## src/rtl/aux_period_gen.sv

```systemverilog
// Paces aux FIFO reads against video timing, opens a fixed-length ADE window at the
// packet's target hcnt, streams the aux words out and counts ADE periods per line.
module aux_period_gen #(
    parameter int HW      = 11,
    parameter int DW      = 12,
    parameter int ADE_LEN = 32,
    parameter int NW      = 4
) (
    input  logic          fifo_clk,
    input  logic          sys_rst,
    input  logic [HW-1:0] hcnt,
    input  logic          vde,
    input  logic [DW-1:0] ax_dout,
    input  logic          ax_empty,
    output logic          ax_rd_en,
    output logic          ade,
    output logic [DW-1:0] aux_data,
    output logic          aux_valid,
    output logic [NW-1:0] ade_num,
    output logic          underflow
);

    localparam int SW = (ADE_LEN > 1) ? $clog2(ADE_LEN) : 1;
    localparam logic [SW-1:0] SLOT_LAST = SW'(ADE_LEN - 1);
    localparam logic [NW-1:0] CNT_MAX   = '1;

    typedef enum logic [2:0] {
        S_IDLE,
        S_FETCH,
        S_LOAD,
        S_WAIT,
        S_ACTIVE
    } state_t;

    state_t        state_q,     state_d;
    logic [SW-1:0] slot_q,      slot_d;
    logic [HW-1:0] target_q,    target_d;
    logic          ade_q,       ade_d;
    logic          aux_valid_q, aux_valid_d;
    logic          underflow_q, underflow_d;
    logic          vde_dly_q,   vde_dly_d;
    logic [NW-1:0] line_cnt_q,  line_cnt_d;
    logic [NW-1:0] ade_num_q,   ade_num_d;
    logic [DW-1:0] hold_q,      hold_d;
    logic          rd_en;
    logic          period_done;
    logic          vde_rise;

    always_comb begin
        state_d     = state_q;
        slot_d      = slot_q;
        target_d    = target_q;
        underflow_d = underflow_q;
        rd_en       = 1'b0;
        period_done = 1'b0;
        case (state_q)
            S_IDLE: begin
                if (vde) state_d = S_FETCH;
            end
            S_FETCH: begin
                if (!ax_empty) begin
                    rd_en   = 1'b1;
                    state_d = S_LOAD;
                end
            end
            S_LOAD: begin
                // Upper bits of the target word are reserved and dropped.
                target_d = ax_dout[HW-1:0];
                state_d  = S_WAIT;
            end
            S_WAIT: begin
                if (!vde && (hcnt == target_q)) state_d = S_ACTIVE;
            end
            S_ACTIVE: begin
                rd_en = !ax_empty;
                if (ax_empty) underflow_d = 1'b1;
                if (slot_q == SLOT_LAST) begin
                    slot_d      = '0;
                    period_done = 1'b1;
                    state_d     = S_FETCH;
                end else begin
                    slot_d = slot_q + 1'b1;
                end
            end
            default: state_d = S_IDLE;
        endcase
    end

    always_comb begin
        ade_d       = (state_d == S_ACTIVE);
        aux_valid_d = (state_q == S_ACTIVE) && rd_en;
        vde_dly_d   = vde;
        vde_rise    = vde && !vde_dly_q;
        ade_num_d   = ade_num_q;
        line_cnt_d  = line_cnt_q;
        // A period ending on the vde rising edge belongs to the new line.
        if (vde_rise) begin
            ade_num_d  = line_cnt_q;
            line_cnt_d = period_done ? NW'(1) : '0;
        end else if (period_done && (line_cnt_q != CNT_MAX)) begin
            line_cnt_d = line_cnt_q + 1'b1;
        end
    end

    // FIFO Q is valid the cycle after the read, so aux_data passes it straight through.
    always_comb begin
        aux_data = aux_valid_q ? ax_dout : hold_q;
        hold_d   = aux_data;
    end

    always_ff @(posedge fifo_clk or posedge sys_rst) begin
        if (sys_rst) begin
            state_q     <= S_IDLE;
            slot_q      <= '0;
            target_q    <= '0;
            ade_q       <= 1'b0;
            aux_valid_q <= 1'b0;
            underflow_q <= 1'b0;
            vde_dly_q   <= 1'b0;
            line_cnt_q  <= '0;
            ade_num_q   <= '0;
            hold_q      <= '0;
        end else begin
            state_q     <= state_d;
            slot_q      <= slot_d;
            target_q    <= target_d;
            ade_q       <= ade_d;
            aux_valid_q <= aux_valid_d;
            underflow_q <= underflow_d;
            vde_dly_q   <= vde_dly_d;
            line_cnt_q  <= line_cnt_d;
            ade_num_q   <= ade_num_d;
            hold_q      <= hold_d;
        end
    end

    assign ax_rd_en  = rd_en;
    assign ade       = ade_q;
    assign aux_valid = aux_valid_q;
    assign underflow = underflow_q;
    assign ade_num   = ade_num_q;

endmodule

```

## config.mk

```make
export PLATFORM = sky130hd
export DESIGN_NAME = aux_period_gen
export DESIGN_NICKNAME = d
export VERILOG_FILES = /design/src/rtl/aux_period_gen.sv
export SDC_FILE = /design/constraint.sdc
export NUM_CORES = 1
export LEC_CHECK = 0
export ABC_CLOCK_PERIOD_IN_PS = 1660
export BUFFER_PORTS_ARGS = -buffer_cell sky130_fd_sc_hd__buf_4
export CORE_AREA = 2 2 87 89
export DETAILED_ROUTE_END_ITERATION = 10
export DIE_AREA = 0 0 89 91
export HOLD_SLACK_MARGIN = 0.05
export PLACE_DENSITY = 0.55
export SYNTH_ARGS = -nofsm -noshare
export SYNTH_HDL_FRONTEND = slang
export SYNTH_SLANG_ARGS = --single-unit
```

## constraint.sdc

```tcl
create_clock -name fifo_clk -period 1.66 [get_ports fifo_clk]
set_input_delay 0.166 -clock fifo_clk [delete_from_list [all_inputs] [get_ports fifo_clk]]
set_output_delay 0.166 -clock fifo_clk [all_outputs]
set_load 0.01 [all_outputs]
```

# After elaboration in Yosys (flattened, before gate mapping)
# Index checks and enable logic that the tools add are counted.
[classes] add_sub_neg=2 eq_ne=8 mux=14 reduce_logical=10
[ops] op="$pmux 3 s5" count=1
[ops] op="$mux 12" count=1
[ops] op="$mux 3" count=4
[ops] op="$eq 11x11->1" count=1
[ops] op="$mux 4" count=2
[ops] op="$eq 3x2->1 const B" count=2
[ops] op="$eq 3x3->1 const B" count=2
[ops] op="$add 5x1->5 const B" count=1
[ops] op="$eq 5x5->1 const B" count=1
[ops] op="$mux 5" count=1
[ops] op="$add 4x1->4 const B" count=1
[ops] op="$logic_and 1x1->1" count=4
[ops] op="$mux 1" count=4
[ops] op="$ne 4x4->1 const B" count=1
[ops] op="$eq 3x1->1 const B" count=1
[ops] op="$logic_not 1->1" count=3
[ops] op="$logic_not 3->1" count=1
[ops] op="$pmux 1 s2" count=1
[ops] op="$reduce_and 2->1" count=1
[ops] op="$reduce_bool 2->1" count=1
[totals] reg_bits=43 input_bits=27 out_inout_bits=20 word_cells=44

# Logic depth before layout (Yosys ltp)
# Gate-level depths: netlist of run 1.
[logic_depth] ltp_word=6 mapped_depth=7 mapped_depth_nobuf=6

# Worst setup path before layout of run 1
# No wires, ideal clock.
[synth_timing] path_kind="register to register" startpoint="register slot_q[0]" endpoint="register line_cnt_q[3]" setup_time_ns=0.078 t_arrival_ns=1.546 required_ns=1.582 slack_ns=0.037 path_stages_with_launch=8 path_buffers=1 period_less_slack_ns=1.623 cell_sequence="dfrtp_1 -> ha_1 -> and3_1 -> ha_1 -> buf_2 -> nand3_4 -> or3_1 -> a21oi_1"
[synth_via] elab_chain_len=5
[synth_lines] element="start, declared" line="36" source="logic [SW-1:0] slot_q, slot_d;"
[synth_lines] element="start signal, assigned" line="125" source="slot_q <= slot_d;"
[synth_lines] element="$eq 5x5->1" line="77" source="if (slot_q == SLOT_LAST) begin"
[synth_lines] element="$mux 1" line="77"
[synth_lines] element="$mux 1" line="56" source="case (state_q)"
[synth_lines] element="$logic_and 1x1->1" line="100" source="end else if (period_done && (line_cnt_q != CNT_MAX)) begin"
[synth_lines] element="$reduce_bool 2->1 (no line)"
[synth_lines] element="end signal, assigned" line="131" source="line_cnt_q <= line_cnt_d;"
[synth_lines] element="end, declared" line="42" source="logic [NW-1:0] line_cnt_q, line_cnt_d;"
# No other way between the ends.
# A chain may end at the register's enable or synchronous reset.

# Worst setup path in the final report of run 1
[layout_timing] startpoint="register slot_q[1]" endpoint="register line_cnt_q[3]"
# The elaborated chain is that of the path after synthesis.

==> metrics, run 1 <==
Core ar.=~7000 um^2; fraction of layout instances using a drive strength above 1=0.457; DP Cell Count=about 310; register bit count reported by yosys=43; Post-Syn Instances=between 150 and 200; Max VDD drop=0.553 mV; final net count=250; WL final=approximately 3.8 mm; Fmax=about 630 MHz; clk sinks=between 40 and 50; antenna-violating nets left=0; largest net degree at the start of global routing=44; crit path DAT=roughly 1.8 ns; CTS root buf=clkbuf_8; Post-Syn Area=slightly below 2000 um^2; Worst Hold Class=input port to register; Fin. Hold Viols=0; Rows=31; setup-violating endpoint count in the final report=0; vias per cell=about 4.2; PortBufs=46; Die Area=between 8000 and 9000 um^2; worst-case clock buffer depth=2; crit path kind=register to register; CP required=roughly 1.9 ns; EDFF count, synth=0; CTS tree=yes; Finished Core Util=0.364; Power Dens Cells=around 1000 nW/um^2; Distinct cells, synth=36; Post-route DRC=0; status=finished, final reports clean; Slew @ Worst Pin=between 0.5 and 0.6 ns; commonest non-fill, non-tap cells in the layout=buf_4 (59), dfrtp_1 (43), mux2_2 (24); detailed-route via count=~1.3k; syn_nets=190; pre-CTS setup slack=-0.00965 ns; P_leak=roughly 1.2 nW; number of global-route vias before repair=roughly 1.3k; Max-slew headroom=0.636; CTS Buf Count=5; Seq/Total Area, Yosys=0.553; non-filler instance count after layout=320; drt initial violations=just under 70; Setup WS post-layout=between 0.08 and 0.09 ns; RD Place Congestion=slightly above 0.7; Worst-path clk slew=~0.08 ns; Area Overhead vs Synth=33.7%; antenna violations before repair=0; Slew Viols, Final=0; hpwl dp=roughly 2.8 mm; Post-synth ARST share=1.00; Mean Syn Cell Area=12.2 um^2; synth warn=0; min cycle time layout=1.58 ns; Die Height=just over 90 um; clock skew=between 0.005 and 0.006 ns; drt wl/cell=11.8 um; Starting Density=0.272; worst-skew pair later-pin latency=about 0.29 ns; crit path max fanout=5; Total GRT Usage=0.100; ANT cells=0; final period utilization=0.951; CP startpoint kind=register; # IOs=between 40 and 50; die width=89 um; commonest non-fill, non-tap cell in the layout=buf_4; first-pass GRT wire length=around 6.3 mm; main flop type after synthesis=dfrtp_1; grt ovf=0; Max-Cap Viols=0; H-tree levels=2; Pre-antenna DRT Iters=4; CP endpoint kind=register
## metal layers
| layer | GRT usage | wire length, um |
|---|---|---|
| met1 | 0.139 | 1830 |
| met2 | 0.148 | 1680 |
| met3 | 0.0309 | 211 |
| met4 | 0.0336 | 57 |
| met5 | 0 | 0 |
## final timing paths
check,startpoint,to,slack (ns),depth (start not counted)
hold / removal,ax_empty,aux_valid,0.08,2
setup / recovery,slot_q[1],line_cnt_q[3],0.08,6
hold reg to reg,underflow,underflow,0.46,1
max in group asynchronous,sys_rst,ade_num[2],0.72,4
setup reg to reg,slot_q[1],line_cnt_q[3],0.08,6
min in group asynchronous,sys_rst,ade_num[0],0.56,4
## worst max-delay path, stage by stage (launching register included)
cell and delay, ns:
dfrtp_1 0.36, ha_2 0.20, and3_4 0.20, ha_4 0.15, nand3_4 0.08, or3_4 0.38
a21oi_2 0.14
## Yosys cell counts, drive strengths merged, types with 3 or more instances
| master | count | area (um^2) |
|---|---|---|
| dfrtp | 43 | 1080 |
| mux2 | 24 | 270 |
| nand2 | 20 | 75.1 |
| xnor2 | 12 | 105 |
| buf | 7 | 48.8 |
| nor2 | 7 | 26.3 |
| nand3 | 6 | 42.5 |
| o21ai | 5 | 25.0 |
| a21oi | 3 | 15.0 |
| ha | 3 | 37.5 |
| nand4 | 3 | 18.8 |
| nor3 | 3 | 15.0 |
## area by class of cell
class / instances / area [um^2]
fill: 773 / 4540
sequential: 43 / 1080
multi-input combinational: 108 / 852
timing repair buffer: 61 / 463
tap: 99 / 124
clock buffer: 7 / 76.3
clock inverter: 1 / 5.00
inverter: 1 / 3.75
## metrics by stage
step	TNS, ns	hold slack, ns	area, um^2	total power, W
final	0	0.0772	2600	0.00260
after global routing	-0.00855	0.0685	2600	0.00276
after CTS	0	0.0733	2560	0.00264
after detailed placement	-0.00965	0.320	2450	0.00199
after global placement	0	0.319	2450	0.00197
after floorplan	0	0.197	1940	0.00180
## flip-flops by register name, summed over array words and instances (netlist names)
signal / flops
hold_q: 12
state_q: 3
ade_num: 4
underflow: 1
line_cnt_q: 4
ade: 1
aux_valid: 1
slot_q: 5
vde_dly_q: 1
target_q: 11
## report_power, final
part / switching [W] / internal (W)
combinational: 0.000248 / 0.000392
clock: 0.000338 / 0.000296
sequential: 0.000111 / 0.00121
total: 0.000698 / 0.00190
## cell families (layout without fill, tap and decap cells)
family / Yosys count / after routing / share of synthesized area
DFF: 43 / 43 / 0.553
muxes: 26 / 26 / 0.149
adders and majority gates: 3 / 3 / 0.0193
and+or+nand+nor: 52 / 52 / 0.147
xor gates and xnor gates: 13 / 13 / 0.0586
buffers and inverters: 9 / 70 / 0.0290
AOI/OAI and AO/OA: 14 / 14 / 0.0438
## repair_timing
| action | in CTS | in global routing |
|---|---|---|
| setup endpoints to repair | 2 | 4 |
| setup buffers | 1 | 1 |
| resized for setup | 1 | 7 |
| pin swaps | 0 | 1 |
| hold buffers | 2 | 0 |
| hold endpoints to repair | 44 | 0 |
Power figures use the tool's default switching activity.
==> run 2: changes to the inputs <==
- CORE_AREA: 2 2 87 89 -> 2 2 68 70
- DIE_AREA: 0 0 89 91 -> 0 0 70 72
- PLACE_DENSITY: 0.55 -> 0.79
==> run 2 against run 1 <==
Effect of this change: clock-buffer cell count is 1 higher; first-iteration DRC count is 28% lower; non-clock buffer count is 4 lower; wire length is 2.6% lower; cell area is 2.9% lower; clock power is 13% higher; flip-flop and latch count stayed put; utilization is 23 points higher; critical endpoint unchanged.
==> metrics, run 2 (synthesis gave the netlist of run 1 again) <==
Fmax=623 MHz (was 633 MHz); CP endpoint kind=register (unchanged); ANT cells=0 (unchanged); r2r startpoint=slot_q[1] (unchanged); Post-route DRC=0 (unchanged); WL final=3.69 mm (was 3.79 mm); Bufs and invs on worst path=0 (unchanged); drt initial violations=50 (was 69); FF/Latch Area=1080 um^2 (unchanged); drt wl/cell=13.7 um (was 11.8 um); non-filler instance count after layout=269 (was 320); critical-path cell list=ha_2 > and3_4 > ha_4 > nand3_4 > or3_1 > a21oi_1 (was ha_2 > and3_4 > ha_4 > nand3_4 > or3_4 > a21oi_2); Worst Hold Class=input port to register (unchanged); Largest register FFs=12 (unchanged); commonest non-fill, non-tap cell in the layout=buf_4 (unchanged); Fin. Hold Viols=0 (unchanged); HP Start=ax_empty (unchanged); P_leak=1.21 nW (was 1.23 nW); Max-slew headroom=0.649 (was 0.636); detailed-route via count=1367 (was 1345); CTS tree=yes (unchanged); worst-skew pair later-pin latency=0.30 ns (was 0.29 ns); final period utilization=0.967 (was 0.951); antenna-violating nets left=0 (unchanged); crit path max fanout=5 (unchanged); Die Area=5040 um^2 (was 8100 um^2); Area Overhead vs Synth=29.8% (was 33.7%); commonest non-fill, non-tap cells in the layout=buf_4 (54), dfrtp_1 (43), mux2_2 (24) (was buf_4 (59), dfrtp_1 (43), mux2_2 (24)); hpwl dp=2.62 mm (was 2.80 mm); first-pass GRT wire length=6.15 mm (was 6.33 mm); CP startpoint kind=register (unchanged); fraction of layout instances using a drive strength above 1=0.438 (was 0.457); grt ovf=0 (unchanged); clock skew=0.00462 ns (was 0.00568 ns); Largest regs=hold_q: 12 flops, target_q: 11 flops, slot_q: 5 flops (unchanged); Largest stage delay, worst path=0.40 ns (was 0.38 ns); Crit. Startpoint=slot_q[1] (unchanged); H-tree levels=2 (unchanged); crit path kind=register to register (unchanged); final net count=246 (was 250); crit path DAT=1.83 ns (was 1.80 ns); Max VDD drop=0.764 mV (was 0.553 mV); Slew Viols, Final=0 (unchanged); RD Place Congestion=0.708 (was 0.725); Max-Cap Viols=0 (unchanged); CTS Buf Count=5 (unchanged); # IOs=47 (unchanged); worst-case clock buffer depth=2 (unchanged); status=finished, final reports clean (unchanged); vias per cell=5.08 (was 4.20); Die Height=72 um (was 91 um); antenna violations before repair=0 (unchanged); Core ar.=4260 um^2 (was 7140 um^2); Rows=24 (was 31); Fillers=380 (was 773); setup-violating endpoint count in the final report=0 (unchanged); die width=70 um (was 89 um); CP max-delay cell=dfrtp_1 (was or3_4); Worst-path clk slew=0.08 ns (about the same); DP Cell Count=258 (was 308); Min Hold Slack=0.0593 ns (was 0.0772 ns); largest net degree at the start of global routing=44 (unchanged); number of global-route vias before repair=1447 (was 1322); Pre-antenna DRT Iters=4 (unchanged); Power Dens Cells=1060 nW/um^2 (was 1000 nW/um^2); Slew @ Worst Pin=0.526 ns (was 0.547 ns); Starting Density=0.456 (was 0.272); Total GRT Usage=0.157 (was 0.100); PortBufs=46 (unchanged); CTS root buf=clkbuf_8 (unchanged); min cycle time layout=1.61 ns (was 1.58 ns); clk sinks=43 (unchanged); largest reg by FF count=hold_q (unchanged); RSZ-0062 raised after global routing=false; Multi-input gate area=842 um^2 (was 852 um^2); CP required=1.89 ns (was 1.88 ns); cell class contributing the biggest share of worst-path delay=simple AND/OR/NAND/NOR gates (unchanged)
## run 2: cell type report
class                           count  area share
Tap cell                           52      0.0258
Sequential cell                    43       0.426
Timing Repair Buffer               57       0.173
Multi-Input combinational cell    108       0.334
Clock buffer                        8      0.0397
Inverter                            1     0.00149
## run 2: power by group
group	leakage (nW)	total [W]	internal [W]	switching, W
sequential	0.552	0.00133	0.00121	0.000118
combinational	0.610	0.000629	0.000384	0.000244
clock	0.0515	0.000714	0.000379	0.000335
## run 2: worst register-to-register path: stages (launching register included)
cell and delay (ns):
dfrtp_1 0.40, ha_2 0.21, and3_4 0.19, ha_4 0.15, nand3_4 0.08, or3_1 0.36, a21oi_1 0.15
## run 2: per-layer routing
layer | track usage | wire [um]
met4 | 0.0833 | 87
met1 | 0.187 | 1630
met5 | 0 | 0
met2 | 0.269 | 1800
met3 | 0.0319 | 177
## run 2: path summary, 6_finish.rpt
check                      depth (start not counted)             to  slack [ns]
max                                                6  line_cnt_q[3]        0.05
min                                                2      aux_valid        0.06
max reg2reg                                        6  line_cnt_q[3]        0.05
min reg2reg                                        1      underflow        0.46
max in group asynchronous                          4    target_q[0]        0.73
min in group asynchronous                          4      vde_dly_q        0.57
## run 2: stage by stage
stage,setup TNS (ns),total power [W],utilization,setup WS [ns],area [um^2]
3_3_place_gp,0,0.00194,0.555,0.0721,2370
2_1_floorplan,0,0.00180,-,0.0366,1940
5_1_grt,0,0.00283,0.592,0.00307,2520
3_5_place_dp,-0.000160,0.00197,0.555,-0.000160,2370
4_1_cts,0,0.00270,0.584,0.0259,2490
6_report,0,0.00268,0.592,0.0550,2520
## run 2: what timing repair did
action | CTS | global route
gates resized for setup | 1 | 6
endpoints found under the setup margin | 1 | 12
hold buffers | 2 | 0
buffers inserted | 0 | 1
hold endpoints to repair | 44 | 0
pin swaps | 0 | 1
